--- config.mk ---
export PLATFORM = sky130hd
export DESIGN_NAME = riscv_dmem_arbiter
export DESIGN_NICKNAME = d
export VERILOG_FILES = /design/src/rtl/riscv_dmem_arbiter.sv
export SDC_FILE = /design/constraint.sdc
export NUM_CORES = 1
export LEC_CHECK = 0
export CORE_MARGIN = 8
export CORE_UTILIZATION = 50
export DETAILED_ROUTE_END_ITERATION = 10
export DONT_BUFFER_PORTS = 1
export GPL_TIMING_DRIVEN = 0
export PLACE_DENSITY_LB_ADDON = 0.1
export SYNTH_ARGS = -nofsm -noshare
export SYNTH_HDL_FRONTEND = slang
export SYNTH_SLANG_ARGS = --single-unit
export TNS_END_PERCENT = 100
--- constraint.sdc ---
create_clock -name clk -period 1.66 [get_ports clk]
set_input_delay 0.249 -clock clk [delete_from_list [all_inputs] [get_ports clk]]
set_output_delay 0.249 -clock clk [all_outputs]
set_load 0.1 [all_outputs]
--- src/rtl/riscv_dmem_arbiter.sv ---
// ============================================================================
// Module  : riscv_dmem_arbiter
// Brief   : Round-robin CPU/UART arbiter sequencing grant/access/respond
//           transactions onto a shared word-indexed data memory.
// Rev     : 1.0 - initial release
// ============================================================================
`default_nettype none

module riscv_dmem_arbiter #(
  parameter int MEM_DEPTH = 1032,
  parameter int ADDR_W    = 32
) (
  input  logic              clk,
  input  logic              rst,
  input  logic              cpu_req,
  input  logic              cpu_we,
  input  logic [1:0]        cpu_size,
  input  logic              cpu_unsigned,
  input  logic [ADDR_W-1:0] cpu_addr,
  input  logic [31:0]       cpu_wdata,
  output logic              cpu_ack,
  output logic [31:0]       cpu_rdata,
  output logic              cpu_err,
  input  logic              uart_req,
  input  logic              uart_we,
  input  logic [1:0]        uart_size,
  input  logic              uart_unsigned,
  input  logic [ADDR_W-1:0] uart_addr,
  input  logic [31:0]       uart_wdata,
  output logic              uart_ack,
  output logic [31:0]       uart_rdata,
  output logic              uart_err,
  output logic              mem_write,
  output logic              mem_read,
  output logic [1:0]        mem_size,
  output logic              mem_unsigned,
  output logic [ADDR_W-1:0] mem_addr,
  output logic [31:0]       mem_wdata,
  input  logic [31:0]       mem_rdata,
  output logic              busy
);

  typedef enum logic [1:0] {
    IDLE   = 2'd0,
    ACCESS = 2'd1,
    DONE   = 2'd2
  } state_t;

  localparam logic OWN_CPU  = 1'b0;
  localparam logic OWN_UART = 1'b1;
  localparam logic [ADDR_W:0] DEPTH_EXT = (ADDR_W+1)'(MEM_DEPTH);

  state_t state, state_next;

  logic              last_grant;
  logic              owner;
  logic              lat_we;
  logic [1:0]        lat_size;
  logic              lat_unsigned;
  logic [ADDR_W-1:0] lat_addr;
  logic [31:0]       lat_wdata;
  logic              lat_err;
  logic [31:0]       cpu_rdata_q;
  logic [31:0]       uart_rdata_q;

  logic              any_req;
  logic              grant_uart;
  logic              sel_we;
  logic [1:0]        sel_size;
  logic              sel_unsigned;
  logic [ADDR_W-1:0] sel_addr;
  logic [31:0]       sel_wdata;
  logic              sel_err;
  logic              access_ok;
  logic [31:0]       load_value;

  assign any_req = cpu_req | uart_req;
  // On a tie the port that did not win last time gets the grant.
  assign grant_uart = uart_req & (~cpu_req | (last_grant == OWN_CPU));

  always_comb begin
    sel_we       = grant_uart ? uart_we       : cpu_we;
    sel_size     = grant_uart ? uart_size     : cpu_size;
    sel_unsigned = grant_uart ? uart_unsigned : cpu_unsigned;
    sel_addr     = grant_uart ? uart_addr     : cpu_addr;
    sel_wdata    = grant_uart ? uart_wdata    : cpu_wdata;
    sel_err      = ({1'b0, sel_addr} >= DEPTH_EXT) | (sel_size == 2'b11);
  end

  always_comb begin
    state_next = state;
    case (state)
      IDLE:    if (any_req) state_next = ACCESS;
      ACCESS:  state_next = DONE;
      DONE:    state_next = IDLE;
      default: state_next = IDLE;
    endcase
  end

  assign load_value = (~lat_we & ~lat_err) ? mem_rdata : 32'd0;

  always_ff @(posedge clk) begin
    if (rst) begin
      state        <= IDLE;
      last_grant   <= OWN_UART;
      owner        <= OWN_CPU;
      lat_we       <= 1'b0;
      lat_size     <= 2'b00;
      lat_unsigned <= 1'b0;
      lat_addr     <= '0;
      lat_wdata    <= 32'd0;
      lat_err      <= 1'b0;
      cpu_rdata_q  <= 32'd0;
      uart_rdata_q <= 32'd0;
    end else begin
      state <= state_next;
      if (state == IDLE && any_req) begin
        owner        <= grant_uart;
        last_grant   <= grant_uart;
        lat_we       <= sel_we;
        lat_size     <= sel_size;
        lat_unsigned <= sel_unsigned;
        lat_addr     <= sel_addr;
        lat_wdata    <= sel_wdata;
        lat_err      <= sel_err;
      end
      // Stores and rejected requests leave the owner's result at zero.
      if (state == ACCESS) begin
        if (owner == OWN_UART) uart_rdata_q <= load_value;
        else                   cpu_rdata_q  <= load_value;
      end
    end
  end

  assign access_ok    = (state == ACCESS) & ~lat_err;
  assign mem_write    = access_ok & lat_we;
  assign mem_read     = access_ok & ~lat_we;
  assign mem_size     = access_ok ? lat_size  : 2'b00;
  assign mem_unsigned = access_ok & lat_unsigned;
  assign mem_addr     = access_ok ? lat_addr  : '0;
  assign mem_wdata    = access_ok ? lat_wdata : 32'd0;

  assign cpu_ack    = (state == DONE) & (owner == OWN_CPU);
  assign uart_ack   = (state == DONE) & (owner == OWN_UART);
  assign cpu_err    = cpu_ack & lat_err;
  assign uart_err   = uart_ack & lat_err;
  assign cpu_rdata  = cpu_rdata_q;
  assign uart_rdata = uart_rdata_q;
  assign busy       = (state != IDLE);

endmodule

`default_nettype wire
## Yosys cells after proc, flatten, opt, wreduce, memory -nomap -nowiden

Index checks and enable logic that the tools add are counted.

- Magnitude comparators: 1
- Equality and inequality tests: 4
- Multiplexer cells: 11
- Bitwise logic cells: 18
- Reductions and logical operators: 5

Operator list:

| cell | number |
|---|---|
| $mux 32 | 5 |
| $ge 32x11->1 const B | 1 |
| $and 1x1->1 | 10 |
| $mux 2 | 3 |
| $not 1->1 | 5 |
| $eq 2x2->1 const B | 2 |
| $pmux 2 s2 | 1 |
| $reduce_and 2->1 | 2 |
| $or 1x1->1 | 3 |
| $eq 2x1->1 const B | 1 |
| $logic_not 2->1 | 1 |
| $mux 1 | 2 |
| $ne 2x2->1 const B | 1 |
| $reduce_bool 2->1 | 1 |
| $logic_and 1x1->1 | 1 |

- Register bits after elaboration: 137
- Input bits: 172

## Depth between registers and ports, before layout

- Depth after elaboration: 6
- Mapped depth: 6
- Gate-level depth less buffers: 4

## Worst setup path after synthesis

OpenSTA, ideal clock, no wires.

- Path kind: reg2out
- Start: reg state[1]
- End: out mem_read
- Arrival: 2.483 ns
- Data required time: 1.411 ns
- Path slack: -1.072 ns
- Cell stages (with the launch flop): 3
- Path buffers: 0
- Cell sequence: dfxtp_1 -> nand2b_4 -> nor3_1

- Cells in the longest elaborated chain, start to end: 3

RTL lines:

| element | line | RTL |
|---|---|---|
| start: declaration | 53 | `state_t state, state_next;` |
| start signal: assignment | 116 | `state <= state_next;` |
| $eq 2x1->1 | 135 | `assign access_ok = (state == ACCESS) & ~lat_err;` |
| $and 1x1->1 | 135 |  |
| $and 1x1->1 | 137 | `assign mem_read = access_ok & ~lat_we;` |
| end: declaration | 34 | `output logic mem_read,` |

Every way passes these cells.

## Worst setup path in the final report

- Start: reg state[1]
- End: out mem_wdata[14]

- Cells in the longest elaborated chain, start to end: 3

RTL lines:

| element | line | RTL |
|---|---|---|
| $eq 2x1->1 | 135 |  |
| $and 1x1->1 | 135 |  |
| $mux 32 | 141 | `assign mem_wdata = access_ok ? lat_wdata : 32'd0;` |
| end: declaration | 38 | `output logic [31:0] mem_wdata,` |

Every way passes these cells.

==> flow_summary.json <==
{
  "n_antenna_cell": 0,
  "syn_nets": 968,
  "rsz0062_at_grt": "yes",
  "ys_seq_area_share_pct": 42.06,
  "dieArea_um2": 16950,
  "finalCriticalPeriod_ns": 2.018,
  "status": "complete, but fails checks",
  "vias_per_cell": 5.892,
  "ys_seq_elements": 137,
  "core_um2": 12670,
  "synth.avg_cell_area_um2": 8.193,
  "clock_latency_ns": 0.43,
  "cp.required_ns": 1.41,
  "routed_wirelength_um": 24640,
  "die_h_um": 130.2,
  "row_count": 41,
  "antenna_found_initial": 0,
  "crit_fanout": 7,
  "grt_overflow_total": 0,
  "ys_top_cells_by_count": "nand2_1 (205), dfxtp_1 (137), nor2_1 (77)",
  "arrival_ns": 1.77,
  "cts_tree": "built",
  "maxCapViolations": 0,
  "crit_type": "register to output port",
  "cts_buffer_depth": 2,
  "dpl_cell_area_um2": 6840,
  "place.gp.congestion": 0.8769,
  "drtPass1Iterations": 5,
  "tightest_slew_ns": 1.104,
  "drc": 0,
  "violations": "negative setup slack",
  "cts_sinks": 137,
  "synth_cell_types": 34,
  "vias": 6475,
  "drive_gt1_share_pct": 39.81,
  "synthFlopType": "dfxtp_1",
  "leakagePower_uw": 0.003407,
  "post_synth_main_area_contributors": "dfxtp_1 (42%), a311oi_2 (14%), nand2_1 (12%)",
  "ys_async_sr_fraction_pct": 0,
  "nets": 1086,
  "hold_class": "input port to register",
  "stdcell_area_um2": 9154,
  "critical_path.startpoint_type": "register",
  "grt_pass1_wl_um": 34970,
  "yosysTopAreaCell": "dfxtp_1",
  "relSlewSlack_pct": 26.13,
  "die_w_um": 130.2,
  "synth_top_area_share_pct": 42.06,
  "crit_path_end_kind": "output port",
  "worst_hold_slack_ns": 0.001385,
  "hold_violations": 0,
  "syn-instance-count": 796,
  "hpwl_um": 17190,
  "fin_ws_ns": -0.3575,
  "initial_core_util_pct": 51.47,
  "io_pins": 310,
  "power_density_nw_per_um2": 1118,
  "fmaxAchievable_ghz": 0.4957,
  "numCtsBuffers": 17,
  "wl_per_cell_um": 22.42,
  "slew_viol_final": 0,
  "postRouteAntennaNets": 0,
  "htreeDepth": 4,
  "setup_violations": 142,
  "grt_max_degree": 17,
  "dr.first_iter.drc_count": 386,
  "post-route-period-util_pct": 121.5,
  "clk_pin_slew_worst_paths_ns": 0.06,
  "synth.most_common_cell": "nand2_1",
  "first_global_vias": 6478,
  "finClkSkew_ns": 0.009758,
  "grt_usage_pct": 26.71,
  "ir_worst_vdd_v": 0.0006723,
  "cts_root_buf": "clkbuf_16",
  "io_buffers": 0,
  "yosys_warnings": 0,
  "syn_area_um2": 6521,
  "synth_edf_count": 0,
  "areaGrowthSynthToFinish_pct": 40.37
}
## path summary, 6_finish.rpt
| path | from | end | slack, ns | cells past startpoint |
|---|---|---|---|---|
| setup / recovery | state[1] | mem_wdata[14] | -0.36 | 5 |
| hold / removal | uart_addr[17] | lat_addr[17] | 0.001 | 2 |
| setup reg to reg | state[1] | lat_wdata[30] | -0.32 | 8 |
| hold reg to reg | lat_wdata[0] | lat_wdata[0] | 0.49 | 2 |
## routing by layer
metal / part of all wire, % / GRT usage, %
met5: 0 / 0
met4: 3.7 / 11.48
met3: 12 / 10.77
met2: 50 / 46.98
met1: 35 / 27.55
## cell type report
class / count / area [um2]
Buffer: 67 / 540.5
Inverter: 2 / 7.507
Tap cell: 172 / 215.2
Clock buffer: 17 / 425.4
Multi-Input combinational cell: 586 / 3792
Clock inverter: 15 / 126.4
Fill cell: 975 / 3517
Timing Repair Buffer: 103 / 1226
Sequential cell: 137 / 2820
## flip-flops by register name, summed over array words and instances, names as in the netlist, 2 cells and up
signal and count:
lat_wdata 32, state 2, lat_size 2, lat_addr 32, cpu_rdata 32, uart_rdata 32
## placed cells by master, fill, tap and decap left out, types with 3 or more instances in the layout
cell | synthesis | routed
nand2_1 | 205 | 203
inv_6 | 0 | 3
nor2_4 | 1 | 13
clkinv_2 | 0 | 5
nand3_1 | 65 | 65
a21oi_1 | 65 | 64
clkbuf_2 | 1 | 6
nor2_2 | 0 | 46
dfxtp_2 | 0 | 59
and2_4 | 0 | 70
clkbuf_16 | 0 | 27
clkbuf_1 | 38 | 24
buf_2 | 16 | 12
nor2_1 | 77 | 19
buf_12 | 1 | 10
a311oi_1 | 6 | 6
nand4_1 | 3 | 3
nor4_1 | 12 | 12
buf_8 | 6 | 10
clkinvlp_4 | 0 | 6
buf_6 | 1 | 6
dfxtp_1 | 137 | 77
nor3_1 | 5 | 4
buf_4 | 8 | 14
a311oi_2 | 60 | 60
dlygate4sd3_1 | 0 | 70
clkbuf_4 | 0 | 4
## cell families (layout without fill, tap and decap cells)
kind of cell / after synthesis / in the layout / share of synthesized area, %
compound gates: 139 / 139 / 20.59
buf+inv: 73 / 204 / 6.389
flops: 137 / 137 / 42.06
simple gates: 447 / 447 / 30.97
## per-stage QoR
stage / worst slack (ns) / power, uW / util (%) / std cells / TNS, ns
global placement: -0.6304 / 5911 / 53.90 / 968 / -30.09
floorplan: -0.4088 / 5627 / - / 796 / -3.421
finish: -0.3575 / 10240 / 72.24 / 1099 / -33.21
detailed placement: -0.6714 / 5970 / 53.98 / 968 / -30.78
CTS: -0.4117 / 9908 / 67.33 / 1078 / -27.37
global route: -0.4075 / 10590 / 72.24 / 1099 / -40.81
## repair_timing
item                       CTS  global route
resized for setup          146           143
gates cloned                 7             8
setup endpoints to repair  103           235
hold buffers                62             8
hold endpoints to repair    86             8
setup buffers                9            11
pin swaps                   40            68
## critical path, cell delays in order, from the launching register on
cell and delay (ns):
dfxtp_2 0.32, nand2b_4 0.17, nor2_4 0.20, buf_8 0.18
clkbuf_16 0.15, and2_4 0.33
## power by group
group / internal (uW) / switching (uW)
sequential: 3550 / 526
clock: 2050 / 1500
combinational: 1040 / 1570
total: 6640 / 3590
No activity file was read; power rests on OpenSTA's default activity.
